$ cat src/rtl/axicb_pkg.sv
// Shared crossbar helpers: RID-to-master routing and outstanding-counter sizing.
// Latency: pure functions, no state.
// Backpressure: not applicable (no handshakes in this package).
//
// Used by both the read and write slave-side switches so that routing and
// counter sizing stay identical between the two directions.
package axicb_pkg;

    localparam int AXICB_MAX_MST  = 4;
    localparam int AXICB_MAX_ID_W = 32;

    // Width of a counter that must hold values 0..ostd_num inclusive.
    function automatic int ostd_cnt_w(input int ostd_num);
        return $clog2(ostd_num + 1);
    endfunction

    // One-hot owner of an ID. A master owns the ID when every bit of its tag
    // is set in the ID. Several tags can match the same ID (e.g. 'h30 also
    // contains 'h10 and 'h20), so the lowest index wins to keep the result
    // one-hot. All-zero result means nobody owns the ID.
    function automatic logic [AXICB_MAX_MST-1:0] rid_route(
        input logic [AXICB_MAX_ID_W-1:0] rid,
        input logic [AXICB_MAX_ID_W-1:0] mask0,
        input logic [AXICB_MAX_ID_W-1:0] mask1,
        input logic [AXICB_MAX_ID_W-1:0] mask2,
        input logic [AXICB_MAX_ID_W-1:0] mask3,
        input int                        mst_nb
    );
        logic [AXICB_MAX_MST-1:0] sel;
        sel = '0;
        if (mst_nb > 0 && (rid & mask0) == mask0)
            sel = 4'b0001;
        else if (mst_nb > 1 && (rid & mask1) == mask1)
            sel = 4'b0010;
        else if (mst_nb > 2 && (rid & mask2) == mask2)
            sel = 4'b0100;
        else if (mst_nb > 3 && (rid & mask3) == mask3)
            sel = 4'b1000;
        return sel;
    endfunction

endpackage

$ cat src/rtl/axicb_round_robin.sv
// Priority-aware round-robin arbiter: highest priority level wins, rotation among equals.
// Latency: grant is combinational from req; rotation pointer updates on the enabled cycle.
// Backpressure: none; the caller samples grant only when it asserts en.
//
// Ports: aclk/srst clock and sync active-high reset; en advances the rotation
// when any request is present; req per-requester request; grant one-hot result.
module axicb_round_robin #(
    parameter int REQ_NB        = 4,
    parameter int REQ0_PRIORITY = 0,
    parameter int REQ1_PRIORITY = 0,
    parameter int REQ2_PRIORITY = 0,
    parameter int REQ3_PRIORITY = 0
) (
    input  logic              aclk,
    input  logic              srst,
    input  logic              en,
    input  logic [REQ_NB-1:0] req,
    output logic [REQ_NB-1:0] grant
);

    localparam int IDX_W    = (REQ_NB > 1) ? $clog2(REQ_NB) : 1;
    localparam int PRIO [4] = '{REQ0_PRIORITY, REQ1_PRIORITY, REQ2_PRIORITY, REQ3_PRIORITY};

    logic [IDX_W-1:0]  last_idx;
    logic [IDX_W-1:0]  grant_idx;
    logic [REQ_NB-1:0] eligible;

    // Only requesters sitting at the highest requested priority level compete.
    always_comb begin : elig_blk
        int max_prio;
        max_prio = 0;
        eligible = '0;
        for (int i = 0; i < REQ_NB; i++)
            if (req[i] && PRIO[i] > max_prio)
                max_prio = PRIO[i];
        for (int i = 0; i < REQ_NB; i++)
            eligible[i] = req[i] && (PRIO[i] == max_prio);
    end

    // Search starts just after the last winner, so after reset (pointer at
    // the top index) requester 0 is served first.
    always_comb begin : pick_blk
        logic             found;
        logic [IDX_W-1:0] idx;
        found     = 1'b0;
        idx       = '0;
        grant     = '0;
        grant_idx = last_idx;
        for (int k = 1; k <= REQ_NB; k++) begin
            idx = IDX_W'((int'(last_idx) + k) % REQ_NB);
            if (!found && eligible[idx]) begin
                grant[idx] = 1'b1;
                grant_idx  = idx;
                found      = 1'b1;
            end
        end
    end

    always_ff @(posedge aclk) begin
        if (srst)
            last_idx <= IDX_W'(REQ_NB - 1);
        else if (en && |req)
            last_idx <= grant_idx;
    end

endmodule

$ cat src/rtl/axicb_mst_switch_rd.sv
// Slave-side read switch: arbitrates up to four master AR channels onto one slave and routes R back by RID.
// Latency: AR one cycle from request to o_arvalid (one AR per two cycles max); R path combinational.
// Backpressure: o_arready passes to the granted master only; o_rready follows the owning master's ready, unowned beats are always accepted.
//
// Ports: aclk/srst clock and sync active-high reset; i_ar* per-master AR
// (payload of master i at [i*ARCH_W+:ARCH_W]); i_r* per-master valid/ready
// with broadcast rlast/payload; o_ar*/o_r* the single slave-side interface.
module axicb_mst_switch_rd
    import axicb_pkg::*;
#(
    parameter int                  AXI_ID_W      = 8,
    parameter int                  MST_NB        = 4,
    parameter logic [AXI_ID_W-1:0] MST0_ID_MASK  = 'h10,
    parameter logic [AXI_ID_W-1:0] MST1_ID_MASK  = 'h20,
    parameter logic [AXI_ID_W-1:0] MST2_ID_MASK  = 'h30,
    parameter logic [AXI_ID_W-1:0] MST3_ID_MASK  = 'h40,
    parameter int                  MST0_PRIORITY = 0,
    parameter int                  MST1_PRIORITY = 0,
    parameter int                  MST2_PRIORITY = 0,
    parameter int                  MST3_PRIORITY = 0,
    parameter int                  OSTDREQ_NUM   = 4,
    parameter int                  ARCH_W        = 8,
    parameter int                  RCH_W         = 8
) (
    input  logic                     aclk,
    input  logic                     srst,
    input  logic [MST_NB-1:0]        i_arvalid,
    output logic [MST_NB-1:0]        i_arready,
    input  logic [MST_NB*ARCH_W-1:0] i_arch,
    output logic [MST_NB-1:0]        i_rvalid,
    input  logic [MST_NB-1:0]        i_rready,
    output logic                     i_rlast,
    output logic [RCH_W-1:0]         i_rch,
    output logic                     o_arvalid,
    input  logic                     o_arready,
    output logic [ARCH_W-1:0]        o_arch,
    input  logic                     o_rvalid,
    output logic                     o_rready,
    input  logic                     o_rlast,
    input  logic [RCH_W-1:0]         o_rch
);

    localparam int CNT_W = ostd_cnt_w(OSTDREQ_NUM);

    typedef enum logic {
        AR_IDLE,
        AR_GRANTED
    } ar_state_t;

    ar_state_t         state;
    logic [MST_NB-1:0] grant_r;
    logic [MST_NB-1:0] arb_grant;
    logic              arb_en;
    logic [CNT_W-1:0]  ostd_cnt;
    logic              ar_hs;
    logic              rlast_hs;
    logic [3:0]        route;
    logic [MST_NB-1:0] sel;
    logic              sel_hit;

    //------------------------------------------------------------------
    // AR arbitration
    //------------------------------------------------------------------
    // Arbitration stops while the slave already holds the maximum number
    // of reads, so the counter can never overflow.
    assign arb_en = (state == AR_IDLE) && (ostd_cnt < CNT_W'(OSTDREQ_NUM));

    axicb_round_robin #(
        .REQ_NB        (MST_NB),
        .REQ0_PRIORITY (MST0_PRIORITY),
        .REQ1_PRIORITY (MST1_PRIORITY),
        .REQ2_PRIORITY (MST2_PRIORITY),
        .REQ3_PRIORITY (MST3_PRIORITY)
    ) u_arbiter (
        .aclk  (aclk),
        .srst  (srst),
        .en    (arb_en),
        .req   (i_arvalid),
        .grant (arb_grant)
    );

    always_ff @(posedge aclk) begin
        if (srst) begin
            state   <= AR_IDLE;
            grant_r <= '0;
        end else begin
            case (state)
                AR_IDLE: begin
                    if (arb_en && |i_arvalid) begin
                        grant_r <= arb_grant;
                        state   <= AR_GRANTED;
                    end
                end
                AR_GRANTED: begin
                    if (ar_hs) begin
                        grant_r <= '0;
                        state   <= AR_IDLE;
                    end
                end
                default: begin
                    grant_r <= '0;
                    state   <= AR_IDLE;
                end
            endcase
        end
    end

    // Granted master is connected straight through; idle drives zeros.
    always_comb begin
        o_arvalid = 1'b0;
        o_arch    = '0;
        i_arready = '0;
        if (state == AR_GRANTED) begin
            for (int i = 0; i < MST_NB; i++) begin
                if (grant_r[i]) begin
                    o_arvalid    = i_arvalid[i];
                    o_arch       = i_arch[i*ARCH_W +: ARCH_W];
                    i_arready[i] = o_arready;
                end
            end
        end
    end

    assign ar_hs = o_arvalid & o_arready;

    //------------------------------------------------------------------
    // Outstanding read counter: one unit per burst, released on rlast
    //------------------------------------------------------------------
    assign rlast_hs = o_rvalid & o_rready & o_rlast;

    always_ff @(posedge aclk) begin
        if (srst)
            ostd_cnt <= '0;
        else if (ar_hs && !rlast_hs)
            ostd_cnt <= ostd_cnt + 1'b1;
        else if (!ar_hs && rlast_hs && ostd_cnt != '0)
            ostd_cnt <= ostd_cnt - 1'b1;
    end

    //------------------------------------------------------------------
    // R routing by RID
    //------------------------------------------------------------------
    assign route = rid_route(32'(o_rch[AXI_ID_W-1:0]),
                             32'(MST0_ID_MASK), 32'(MST1_ID_MASK),
                             32'(MST2_ID_MASK), 32'(MST3_ID_MASK),
                             MST_NB);
    assign sel     = route[MST_NB-1:0];
    assign sel_hit = |sel;

    assign i_rvalid = {MST_NB{o_rvalid}} & sel;
    assign i_rlast  = o_rlast;
    assign i_rch    = o_rch;
    // A beat nobody owns is swallowed so the slave cannot stall forever.
    assign o_rready = sel_hit ? |(sel & i_rready) : 1'b1;

endmodule

$ cat config.mk
export PLATFORM = sky130hd
export DESIGN_NAME = axicb_mst_switch_rd
export DESIGN_NICKNAME = d
export VERILOG_FILES = /design/src/rtl/axicb_pkg.sv /design/src/rtl/axicb_round_robin.sv /design/src/rtl/axicb_mst_switch_rd.sv
export SDC_FILE = /design/constraint.sdc
export NUM_CORES = 1
export LEC_CHECK = 0
export CAP_MARGIN = 40
export CORE_MARGIN = 4
export CORE_UTILIZATION = 40
export DETAILED_ROUTE_END_ITERATION = 6
export PLACE_DENSITY_LB_ADDON = 0.12
export SYNTH_ARGS = -nofsm -noshare
export SYNTH_HDL_FRONTEND = slang
export SYNTH_SLANG_ARGS = --single-unit
$ cat constraint.sdc
create_clock -name aclk -period 2.9 [get_ports aclk]
set_clock_uncertainty 0.15 [all_clocks]
set_input_delay 0.58 -clock aclk [delete_from_list [all_inputs] [get_ports aclk]]
set_output_delay 0.58 -clock aclk [all_outputs]
set_load 0.02 [all_outputs]
==> results of run 1 <==
==> how the worst max path moves through the flow <==
stage | endpoint | slack, ns | depth (start not counted)
floorplan | ostd_cnt[1]$_SDFFE_PP0P_ | 0.13 | 8
global placement | ostd_cnt[1]$_SDFFE_PP0P_ | -0.09 | 9
detailed placement | ostd_cnt[1]$_SDFFE_PP0P_ | -0.17 | 9
CTS | o_arvalid | 0.02 | 5
global route | o_arch[5] | -0.02 | 6
finish | o_arch[5] | 0.09 | 6
==> synthesized netlist by cell type, types with 3 or more instances <==
| cell | number | area [um^2] |
|---|---|---|
| a21oi_2 | 4 | 35.0 |
| mux2i_1 | 3 | 30.0 |
| o211ai_1 | 4 | 30.0 |
| dfxtp_1 | 10 | 200 |
| nand2_1 | 7 | 26.3 |
| clkbuf_1 | 7 | 26.3 |
| buf_2 | 5 | 25.0 |
| a221oi_1 | 8 | 70.1 |
| nor2b_1 | 18 | 113 |
| inv_1 | 6 | 22.5 |
| nor3_1 | 13 | 65.1 |
| nor2_1 | 4 | 15.0 |
| a21oi_1 | 16 | 80.1 |
| o21ai_0 | 5 | 25.0 |
| a22oi_1 | 5 | 37.5 |
| buf_4 | 11 | 82.6 |
| and3_1 | 6 | 37.5 |
| ha_1 | 7 | 87.6 |
==> cells by family (layout without fill, tap and decap cells) <==
group | Yosys count | count (layout) | share of synthesized area
and+or+nand+nor | 68 | 68 | 0.272
AOI/OAI and AO/OA | 60 | 60 | 0.313
buffers and inverters | 32 | 97 | 0.118
DFF | 10 | 10 | 0.135
adders and majority gates | 8 | 8 | 0.0727
muxes | 8 | 8 | 0.0862
other | 1 | 1 | 0.00253
==> report_power, final <==
part / switching (mW) / leakage (nW) / total [mW] / internal [mW]
logic: 0.614 / 0.879 / 1.18 / 0.563
clock network: 0.0617 / 0.0288 / 0.182 / 0.120
registers: 0.0756 / 0.0826 / 0.259 / 0.183
total: 0.752 / 0.991 / 1.62 / 0.866
==> area by class of cell <==
type / count / share of cell area
clock buffer: 4 / 0.0240
inverter: 7 / 0.0115
multi-input combinational: 145 / 0.488
sequential: 10 / 0.0880
tap: 46 / 0.0251
timing repair buffer: 86 / 0.363
==> per-stage QoR <==
stage,setup slack (ns),power (mW)
finish,0.0871,1.62
global route,-0.0214,1.77
CTS,0.0156,1.61
detailed placement,-0.168,1.42
global placement,-0.0850,1.37
floorplan,0.129,1.06
==> sequential cells by signal, summed over array words and instances (netlist names) <==
register / flops
grant_r: 4
state: 1
ostd_cnt: 3
u_arbiter.last_idx: 2
==> cell usage in the layout (no fill, tap or decap), types with 3 or more instances in the layout <==
cell type	netlist	layout
nand2_1	7	7
a21oi_1	16	16
ha_1	7	7
o21ai_0	5	5
a22oi_1	5	5
dlymetal6s2s_1	0	8
clkdlybuf4s50_1	0	58
nor2b_1	18	17
clkbuf_8	0	4
a221oi_1	8	8
dfxtp_1	10	9
mux2i_1	3	3
inv_1	6	6
and3_1	6	6
nor3_1	13	13
nor2_1	4	4
buf_4	11	19
a21oi_2	4	4
o211ai_1	4	4
==> metal layers <==
metal,vias up,GRT usage,wire length (um)
met2,77,0.347,2210
li1,829,-,-
met5,-,0,0
met4,0,0.0900,80
met3,6,0.0243,580
met1,788,0.250,1960
==> repair_timing <==
action | CTS | global route
pin swaps | 0 | 1
endpoints found under the hold margin | 0 | 0
hold buffers | 0 | 0
gates resized for setup | 2 | 11
setup endpoints to repair | 6 | 11
==> impl_results.md, run 1 <==
* Top Ports at 80
* Ys flop type: dfxtp_1
* DR WL/cell at 16.2 um
* Worst Hold End: ostd_cnt[2]$_SDFFE_PP0P_
* DIE HEIGHT at roughly 69 um
* Clk buf depth at 2
* Most common cell on crit path: clkdlybuf4s50_1
* DP Wirelength at 3710 um
* Reg2reg path depth at 7
* Worst rel slew slack at 0.521
* # diodes at 0
* Mapped Cells at 187
* Worst-Margin Slew at ~0.7 ns
* First DRT Iteration DRCs at 71
* Cell variety after synth at between 50 and 60
* CP Launch Type: input pin
* Register Area at 201 um^2
* Min-Delay Path Class: flop to flop
* TritonCTS clock tree: done
* Worst-Skew Late Latency at between 0.2 and 0.25 ns
* Post-synth EDFFs at 0
* H-tree depth at 1
* IO Port Bufs at 67
* Pwr Density at just over 700 mW/mm^2
* Routability cong. at 0.918
* Initial core utilization at 0.430
* WP buf/inv at 2
* Launch point of the critical path: i_arch[13]
* Crit Path Max Fanout at 1
* Final setup vio count at 0
* Tcrit/Tclk final at 0.970
* Multi-input combinational cell area at about 0.0011 mm^2
* Reg2reg start: u_arbiter.last_idx[1]$_SDFFE_PP1P_
* Number of remaining DRC errors at 0
* Setup TNS at 0 ns
* Setup crit end kind: output pin
* Share of layout cells above drive strength 1 at 0.151
* Yosys warns at 0
* Slowest CP cell: clkdlybuf4s50_1
* Reg2reg setup slack at 0.50 ns
* Antenna-violating nets left at 0
* First-pass GRT wire length at around 7400 um
* Initial antenna violation count at 0
* Cell count of the worst hold path at 1
* Seq/Total Area, Yosys at 0.135
* Post-DP Area at 0.00220 mm^2
* GRT overflow at 0
* # clock sinks at 10
* Chip Width at 68.8 um
* Leakage power at approximately 0.99 nW
* Endpoints failing hold at 0
* Die area at 0.00474 mm^2
* Clk pin slew, worst setup/hold paths at 0.05 ns
* Largest net degree at the start of global routing at 21
* MaxCap Viol Count at 0
* Design Area, Final at between 0.002 and 0.0025 mm^2
* Synthesized area at 0.00148 mm^2
* Vias in the first global route at 1606
* Root Buffer: clkbuf_8
* Mean Syn Cell Area at between 7 and 8 um^2
* Vias per cell at 5.70
* Via count at 1700
* Area delta synth->final at 54.7%
* Cell Count, Final, Fillers Out at 298
* Core Area at approximately 0.0034 mm^2
* Critical R2R Capture: u_arbiter.last_idx[1]$_SDFFE_PP1P_
* # rows at 21
* Max Clk Rate at between 0.3 and 0.4 GHz
* Post-synth ARST share at 0
* Critical Path AT at 2.08 ns
* WS Path Type: input pin to output pin
* Syn_nets at 248
* Critical path's top delay family: buffers and inverters
* Setup Buffers After CTS at 0
* Synthesis-stage register bit count at 10
* Tmin final at 2.81 ns
* GRT Total Usage at 0.202
* CTS Buf Count at 3
* Post-layout util at 0.665
* Fillcell total at 286
* Crit-path cells: clkdlybuf4s50_1, a221oi_1, nor3_1, a21oi_1, nor2b_1, clkdlybuf4s50_1
* Status: complete, no violations
* TritonRoute pass-1 iters at 4
* Max stage delay on crit path at 0.63 ns
* Startpoint of the worst hold path: ostd_cnt[2]$_SDFFE_PP0P_
* Drt total wl at 4830 um
* Maximum vdd drop at 0.518 mV
* WP data required at 2.17 ns
* Slew Viols, Final at 0
* Layout Nets at approximately 310
* Placed insts at 294
* WHS at about 0.41 ns
(Power assumes the default switching activity.)
==> run 2: changes to the inputs <==
--- a/config.mk
+++ b/config.mk
@@ -9,6 +9,7 @@
 export CORE_MARGIN = 4
 export CORE_UTILIZATION = 40
 export DETAILED_ROUTE_END_ITERATION = 6
+export MAX_ROUTING_LAYER = met4
 export PLACE_DENSITY_LB_ADDON = 0.12
 export SYNTH_ARGS = -nofsm -noshare
 export SYNTH_HDL_FRONTEND = slang
==> run 2 against run 1 <==
  * First-iteration DRC count rose by 48%
  * Worst hold slack got worse by 0.012 ns
  * Maximum frequency fell by 1.3%
  * Sequential power barely moved
==> impl_results.md, run 2 (synthesized netlist as in run 1, its figures left out) <==
* Crit Path Max Fanout at 4 (+3)
* Cell count of the worst hold path at 1 (unchanged)
* Layout Nets at 315 (+0.32%)
* Crit-path cells: clkdlybuf4s50_1, buf_4, nor4bb_1, clkdlybuf4s50_1
* WS Path Type: input pin to output pin
* Final setup vio count at 0 (unchanged)
* CTS Buf Count at 3 (unchanged)
* Max reg flops at 4 (unchanged)
* First DRT Iteration DRCs at 105 (+48%)
* Critical Path AT at 2.12 ns (+0.04 ns)
* Area delta synth->final at 54.4%
* Top Layer Used: met4
* Via count at 1679 (-1.2%)
* Slowest CP cell: clkdlybuf4s50_1
* Clk pwr share at 0.110 (-0.002)
* Pwr Total at 1.60 mW (-0.84%)
* Setup ws final at 0.0493 ns (-0.0378 ns)
* Critical path's top delay family: buffers and inverters
* DP Worst Slack at -0.200 ns (-0.0315 ns)
* Worst-Skew Late Latency at 0.24 ns (about the same)
* Comb pwr share at 0.730 (+0.002)
* First-pass GRT wire length at 7110 um (-3.7%)
* Clk buf depth at 2 (unchanged)
* Switch share at 0.463 (-0.00172)
* Root Buffer: clkbuf_8
* Max Clk Rate at 0.351 GHz (-1.3%)
* Routability cong. at 0.906 (-1.3%)
* Top Ports at 80 (unchanged)
* Maximum vdd drop at 0.564 mV (+8.9%)
* Sw Pwr at 743 uW (-1.2%)
* # diodes at 0 (unchanged)
* Setup crit end kind: output pin
* Setup Buffers After CTS at 0 (unchanged)
* Clk pin slew, worst setup/hold paths at 0.05 ns (about the same)
* Initial antenna violation count at 0 (unchanged)
* Min-Delay Path Class: flop to flop
* Post-DP Area at 0.00221 mm^2 (+0.34%)
* Design Area, Final at 0.00228 mm^2 (-0.22%)
* Chip Width at 68.8 um (unchanged)
* Leakage power at 0.968 nW (-2.3%)
* Core Area at 0.00344 mm^2 (unchanged)
* MaxCap Viol Count at 0 (unchanged)
* Number of remaining DRC errors at 0 (unchanged)
* Tmin final at 2.85 ns (+0.0378 ns)
* Largest net degree at the start of global routing at 21 (unchanged)
* Most common cell on crit path: clkdlybuf4s50_1
* Reg power frac at 0.160 (about the same)
* Pwr Density at 702 mW/mm^2 (-0.62%)
* TritonCTS clock tree: done
* TritonRoute pass-1 iters at 4 (unchanged)
* H-tree depth at 1 (unchanged)
* Placed insts at 295 (+0.34%)
* Wire length on met2 at 2160 um (-2.4%)
* Most flop-heavy register: grant_r
* Cell Count, Final, Fillers Out at 299 (+0.34%)
* Tcrit/Tclk final at 0.983 (+0.0130)
* WP buf/inv at 3 (+1)
* Met3 wire length at 473 um (-18%)
* DIE HEIGHT at 68.8 um (unchanged)
* Largest regs: grant_r: 4 flops, ostd_cnt: 3 flops, u_arbiter.last_idx: 2 flops
* GRT overflow at 0 (unchanged)
* Initial core utilization at 0.430 (unchanged)
* Most frequent cells in the layout: clkdlybuf4s50_1 (60), buf_4 (20), nor2b_1 (18)
* Post-Route M1 WL at 2030 um (+3.5%)
* Max stage delay on crit path at 0.64 ns (about the same)
* Antenna-violating nets left at 0 (unchanged)
* Cell Int Power at 862 uW (-0.52%)
* CP Launch Type: input pin
* DR WL/cell at 15.7 um (-3.0%)
* DP Wirelength at 3730 um (+0.47%)
* Worst-Margin Slew at 0.736 ns (+0.0224 ns)
* Vias per cell at 5.62 (-1.6%)
* Status: complete, no violations
* Reg2reg path depth at 7 (unchanged)
* IO Port Bufs at 67 (unchanged)
* Endpoints failing hold at 0 (unchanged)
* Share of layout cells above drive strength 1 at 0.150 (-0.000596)
* Most common cell after layout, fill and taps aside: clkdlybuf4s50_1
* Post-layout util at 0.664 (-0.00145)
* WP data required at 2.17 ns (about the same)
* # rows at 21 (unchanged)
* Setup TNS at 0 ns (unchanged)
* GRT Total Usage at 0.196 (-0.00563)
* # clock sinks at 10 (unchanged)
* Drt total wl at 4710 um (-2.6%)
* Slew Viols, Final at 0 (unchanged)
* WP depth at 4 (-2)
* Worst rel slew slack at 0.506 (-0.0151)
* Die area at 0.00474 mm^2 (unchanged)
* WHS at 0.401 ns (-0.0124 ns)
* Vias in the first global route at 1559 (-2.9%)
==> run 2: changes by cell type in the layout (fill, tap and decap cells not counted) <==
cell | previous run | this run
clkdlybuf4s50_1 | 58 | 60
dlymetal6s2s_1 | 8 | 6
buf_4 | 19 | 20
nor2b_1 | 17 | 18
nor2b_4 | 1 | 0
==> run 2: worst paths after layout <==
| check | endpoint | start | slack, ns |
|---|---|---|---|
| hold / removal | ostd_cnt[2]$_SDFFE_PP0P_ | ostd_cnt[2]$_SDFFE_PP0P_ | 0.40 |
| setup / recovery | i_rvalid[3] | o_rch[5] | 0.05 |
| setup reg to reg | u_arbiter.last_idx[1]$_SDFFE_PP1P_ | u_arbiter.last_idx[0]$_SDFFE_PP1P_ | 0.47 |
| hold reg to reg | ostd_cnt[2]$_SDFFE_PP0P_ | ostd_cnt[2]$_SDFFE_PP0P_ | 0.40 |
==> run 2: worst register-to-register path, cell delays in order (launching register included) <==
cell	delay [ns]
dfxtp_1	0.34
inv_1	0.10
ha_1	0.44
mux4_2	0.61
clkinv_1	0.11
a2111oi_0	0.06
a2111oi_0	0.38
a21oi_1	0.11
==> run 2: repair_timing <==
item / in CTS / in global routing
endpoints found under the setup margin: 1 / 9
gates resized for setup: 1 / 8
pin swaps: 0 / 1
gates cloned: 0 / 0
hold buffers: 0 / 0
==> run 2: power groups by stage <==
stage / clock network, mW / logic (mW) / registers [mW]
detailed placement: 0 / 1.17 / 0.257
floorplan: 0 / 0.835 / 0.225
global route: 0.186 / 1.30 / 0.266
global placement: 0 / 1.13 / 0.252
CTS: 0.177 / 1.17 / 0.255
finish: 0.176 / 1.17 / 0.257
==> run 2: metal layers <==
layer	global-route usage	vias to the layer above
met2	0.337	61
met5	-	-
met3	0.0243	4
li1	-	831
met1	0.235	783
met4	0.0681	0
==> run 2: area by class of cell <==
cell class / instances / area (um^2)
Clock buffer: 4 / 55.1
Fill cell: 301 / 1160
Inverter: 7 / 26.3
Multi-Input combinational cell: 145 / 1110
Sequential cell: 10 / 201
Tap cell: 46 / 57.6
Timing Repair Buffer: 87 / 835
==> run 3: changes to the inputs <==
--- a/config.mk
+++ b/config.mk
@@ -6,11 +6,12 @@
 export NUM_CORES = 1
 export LEC_CHECK = 0
 export CAP_MARGIN = 40
-export CORE_MARGIN = 4
-export CORE_UTILIZATION = 40
+export CORE_MARGIN = 2
+export CORE_UTILIZATION = 39
 export DETAILED_ROUTE_END_ITERATION = 6
 export MAX_ROUTING_LAYER = met4
 export PLACE_DENSITY_LB_ADDON = 0.12
 export SYNTH_ARGS = -nofsm -noshare
 export SYNTH_HDL_FRONTEND = slang
+export SYNTH_HIERARCHICAL = 1
 export SYNTH_SLANG_ARGS = --single-unit
==> run 3 against run 2 <==
  * Clock power down 28%
  * Count of clock-buffer cells in the layout stayed put
  * Global-route usage up 1.7 points
  * Sequential share of layout area up 0.27 points
  * Worst hold slack got worse by 0.030 ns
  * Total power decreased by 19%
  * Combinational power fell by 17%
  * Critical path depth increased by 2
  * Synthesized cell count decreased by 5.3%
  * Critical endpoint is now o_arch[3]
  * Largest power group unchanged
==> impl_results.md, run 3 <==
* Most frequent cells in the layout: clkdlybuf4s50_1 (61), nor2b_1 (20), buf_4 (18)
* Cell variety after synth at 51 (-7.3%)
* Crit Path Max Fanout at 1 (-3)
* Post-synth EDFFs at 0 (unchanged)
* IO Port Bufs at 67 (unchanged)
* Clk buf depth at 2 (unchanged)
* Endpoints failing hold at 0 (unchanged)
* Synthesis-stage register bit count at 10 (unchanged)
* DP Wirelength at 3430 um (-7.9%)
* WP data required at 2.17 ns (about the same)
* Most frequent cell after synthesis: nor2b_1
* Final setup vio count at 0 (unchanged)
* Area delta synth->final at 55.4%
* Mean Syn Cell Area at 8.01 um^2 (+1.2%)
* WS Path Type: input pin to output pin
* Share of layout cells above drive strength 1 at 0.131 (-0.0196)
* # clock sinks at 10 (unchanged)
* Status: complete, no violations
* Ys flop type: dfxtp_1
* Chip Width at 64.3 um (-6.6%)
* Mapped Cells at 177 (-5.3%)
* DIE HEIGHT at 64.3 um (-6.6%)
* MaxCap Viol Count at 0 (unchanged)
* Reg2reg setup slack at 0.25 ns (-0.22 ns)
* Post-synth top cells: nor2b_1 (21), nand2_1 (15), a21oi_1 (14)
* Cell taking the most area after synthesis: dfxtp_1
* Top-area cell type share of the netlist area at 0.141 (+0.00597)
* TritonRoute pass-1 iters at 4 (unchanged)
* CP endpoint: o_arch[3]
* Critical Path AT at 2.07 ns (-0.05 ns)
* DR WL/cell at 15.3 um (-3.0%)
* Syn_nets at 239 (-3.6%)
* Cell count of the worst hold path at 2 (+1)
* RSZ-0062 raised after global routing: false
* Setup crit end kind: output pin
* Max Clk Rate at 0.357 GHz (+1.8%)
* Slew Viols, Final at 0 (unchanged)
* Via count at 1624 (-3.3%)
* Worst rel slew slack at 0.550 (+0.0442)
* Drt total wl at 4440 um (-5.6%)
* Largest regs: grant_r: 4 flops, ostd_cnt: 3 flops, u_arbiter/last_idx: 2 flops
* # diodes at 0 (unchanged)
* Core Area at 0.00342 mm^2 (-0.76%)
* Top Layer Used: met4
* Met3 wire length at 312 um (-34%)
* Reg2reg path depth at 9 (+2)
* Worst-Margin Slew at 0.674 ns (-0.0616 ns)
* Worst-Skew Late Latency at 0.26 ns (+0.02 ns)
* Max reg flops at 4 (unchanged)
* TritonCTS clock tree: done
* Initial core utilization at 0.415 (-0.0150)
* First-pass GRT wire length at 7020 um (-1.3%)
* Area contributors post-synth: dfxtp_1 (14%), nor2b_1 (9.3%), ha_1 (7.1%), buf_4 (5.3%), a21oi_1 (4.9%)
* Setup ws final at 0.0991 ns (+0.0499 ns)
* Launch point of the critical path: i_arch[11]
* Initial antenna violation count at 0 (unchanged)
* Top Ports at 80 (unchanged)
* Routability cong. at 0.724 (-20%)
* Layout Nets at 308 (-2.2%)
* Number of remaining DRC errors at 0 (unchanged)
* Antenna-violating nets left at 0 (unchanged)
* Reg2reg start: u_arbiter/last_idx[1]$_SDFFE_PP1P_
* Largest net degree at the start of global routing at 25 (+19%)
* Pwr Density at 592 mW/mm^2 (-16%)
* Hold Buf Count CTS at 0 (unchanged)
* Most flop-heavy register: grant_r
* Die area at 0.00413 mm^2 (-13%)
* Vias in the first global route at 1465 (-6.0%)
* Min-Delay Path Class: flop to flop
* Synthesized area at 0.00142 mm^2 (-4.2%)
* Most common cell after layout, fill and taps aside: clkdlybuf4s50_1
* H-tree depth at 1 (unchanged)
* Yosys warns at 6 (+6)
* Critical R2R Capture: grant_r[0]$_SDFFE_PP0P_
* Seq/Total Area, Yosys at 0.141 (+0.00597)
* Leakage power at 0.897 nW (-7.3%)
* Vias per cell at 5.58 (-0.62%)
* CP Launch Type: input pin
* CTS Buf Count at 3 (unchanged)
* # rows at 21 (unchanged)
* GRT overflow at 0 (unchanged)
* Tmin final at 2.80 ns (-0.0499 ns)
* Root Buffer: clkbuf_4
* Maximum vdd drop at 0.387 mV (-31%)
* Post-Route M1 WL at 1980 um (-2.6%)
* Setup Buffers After CTS at 0 (unchanged)
* GRT Total Usage at 0.213 (+0.0175)
* Setup TNS at 0 ns (unchanged)
* Clk pin slew, worst setup/hold paths at 0.07 ns (+0.02 ns)
* Tcrit/Tclk final at 0.966 (-0.0172)
* Post-synth ARST share at 0 (unchanged)
* Wire length on met2 at 2140 um (-0.88%)
* DP Worst Slack at -0.176 ns (+0.0236 ns)
* First DRT Iteration DRCs at 77 (-27%)
run 3: cell count changes after synthesis, moves of 3 or more:
cell and change:
nand2_1 +8, a21oi_2 -4, buf_2 -4, nand3b_1 +4, nor2b_1 +3, nor2_1 +3
run 3: where the power goes:
| part | internal (mW) | switching [mW] |
|---|---|---|
| clock network | 0.0762 | 0.0509 |
| logic | 0.480 | 0.489 |
| registers | 0.168 | 0.0389 |
| total | 0.725 | 0.579 |
run 3: cell type report:
class                           instances  area, um^2
Timing Repair Buffer                   85         817
Multi-Input combinational cell        142        1080
Clock buffer                            4        36.3
Tap cell                               46        57.6
Inverter                                4        15.0
Fill cell                             284        1210
Sequential cell                        10         200
run 3: kinds of logic (layout without fill, tap and decap cells):
logic type | count (synthesis) | in the layout | synth area share
AO/OA/AOI/OAI | 49 | 49 | 0.272
adder cells (fa/ha/maj) | 9 | 9 | 0.0847
buffers and inverters | 25 | 93 | 0.104
flip-flops | 10 | 10 | 0.141
multiplexers | 6 | 6 | 0.0812
other | 1 | 1 | 0.00265
AND/OR/NAND/NOR | 77 | 77 | 0.314
run 3: timing repair:
item / CTS / global route
endpoints found under the setup margin: 9 / 5
gates resized for setup: 3 / 5
cloned: 0 / 0
run 3: worst min path at each step:
stage | to | startpoint | slack, ns
CTS | grant_r[0]$_SDFFE_PP0P_ | grant_r[0]$_SDFFE_PP0P_ | 0.37
global route | grant_r[2]$_SDFFE_PP0P_ | grant_r[2]$_SDFFE_PP0P_ | 0.41
global placement | grant_r[0]$_SDFFE_PP0P_ | grant_r[0]$_SDFFE_PP0P_ | 0.33
floorplan | grant_r[0]$_SDFFE_PP0P_ | grant_r[0]$_SDFFE_PP0P_ | 0.30
finish | grant_r[0]$_SDFFE_PP0P_ | grant_r[0]$_SDFFE_PP0P_ | 0.37
detailed placement | grant_r[0]$_SDFFE_PP0P_ | grant_r[0]$_SDFFE_PP0P_ | 0.34
run 3: stage by stage:
stage / utilization / hold WS (ns) / cell area, um^2 / std cells / total power, mW
after floorplan: - / 0.299 / 1420 / 177 / 0.870
after global placement: 0.629 / 0.331 / 2150 / 287 / 1.13
after detailed placement: 0.629 / 0.340 / 2150 / 287 / 1.17
after CTS: 0.641 / 0.374 / 2190 / 291 / 1.31
after global routing: 0.645 / 0.407 / 2200 / 291 / 1.42
final: 0.645 / 0.371 / 2200 / 291 / 1.30
run 3: critical path, stage by stage:
cell	delay [ns]
clkdlybuf4s50_1	0.40
a221oi_1	0.28
nor3_1	0.07
a21oi_1	0.14
nor2b_1	0.06
clkdlybuf4s50_1	0.53
run 3: per-layer routing:
metal  track usage  up-vias
met1         0.272      765
met3        0.0299        2
met4        0.0399        0
li1              -      792
met5             -        -
met2         0.363       65
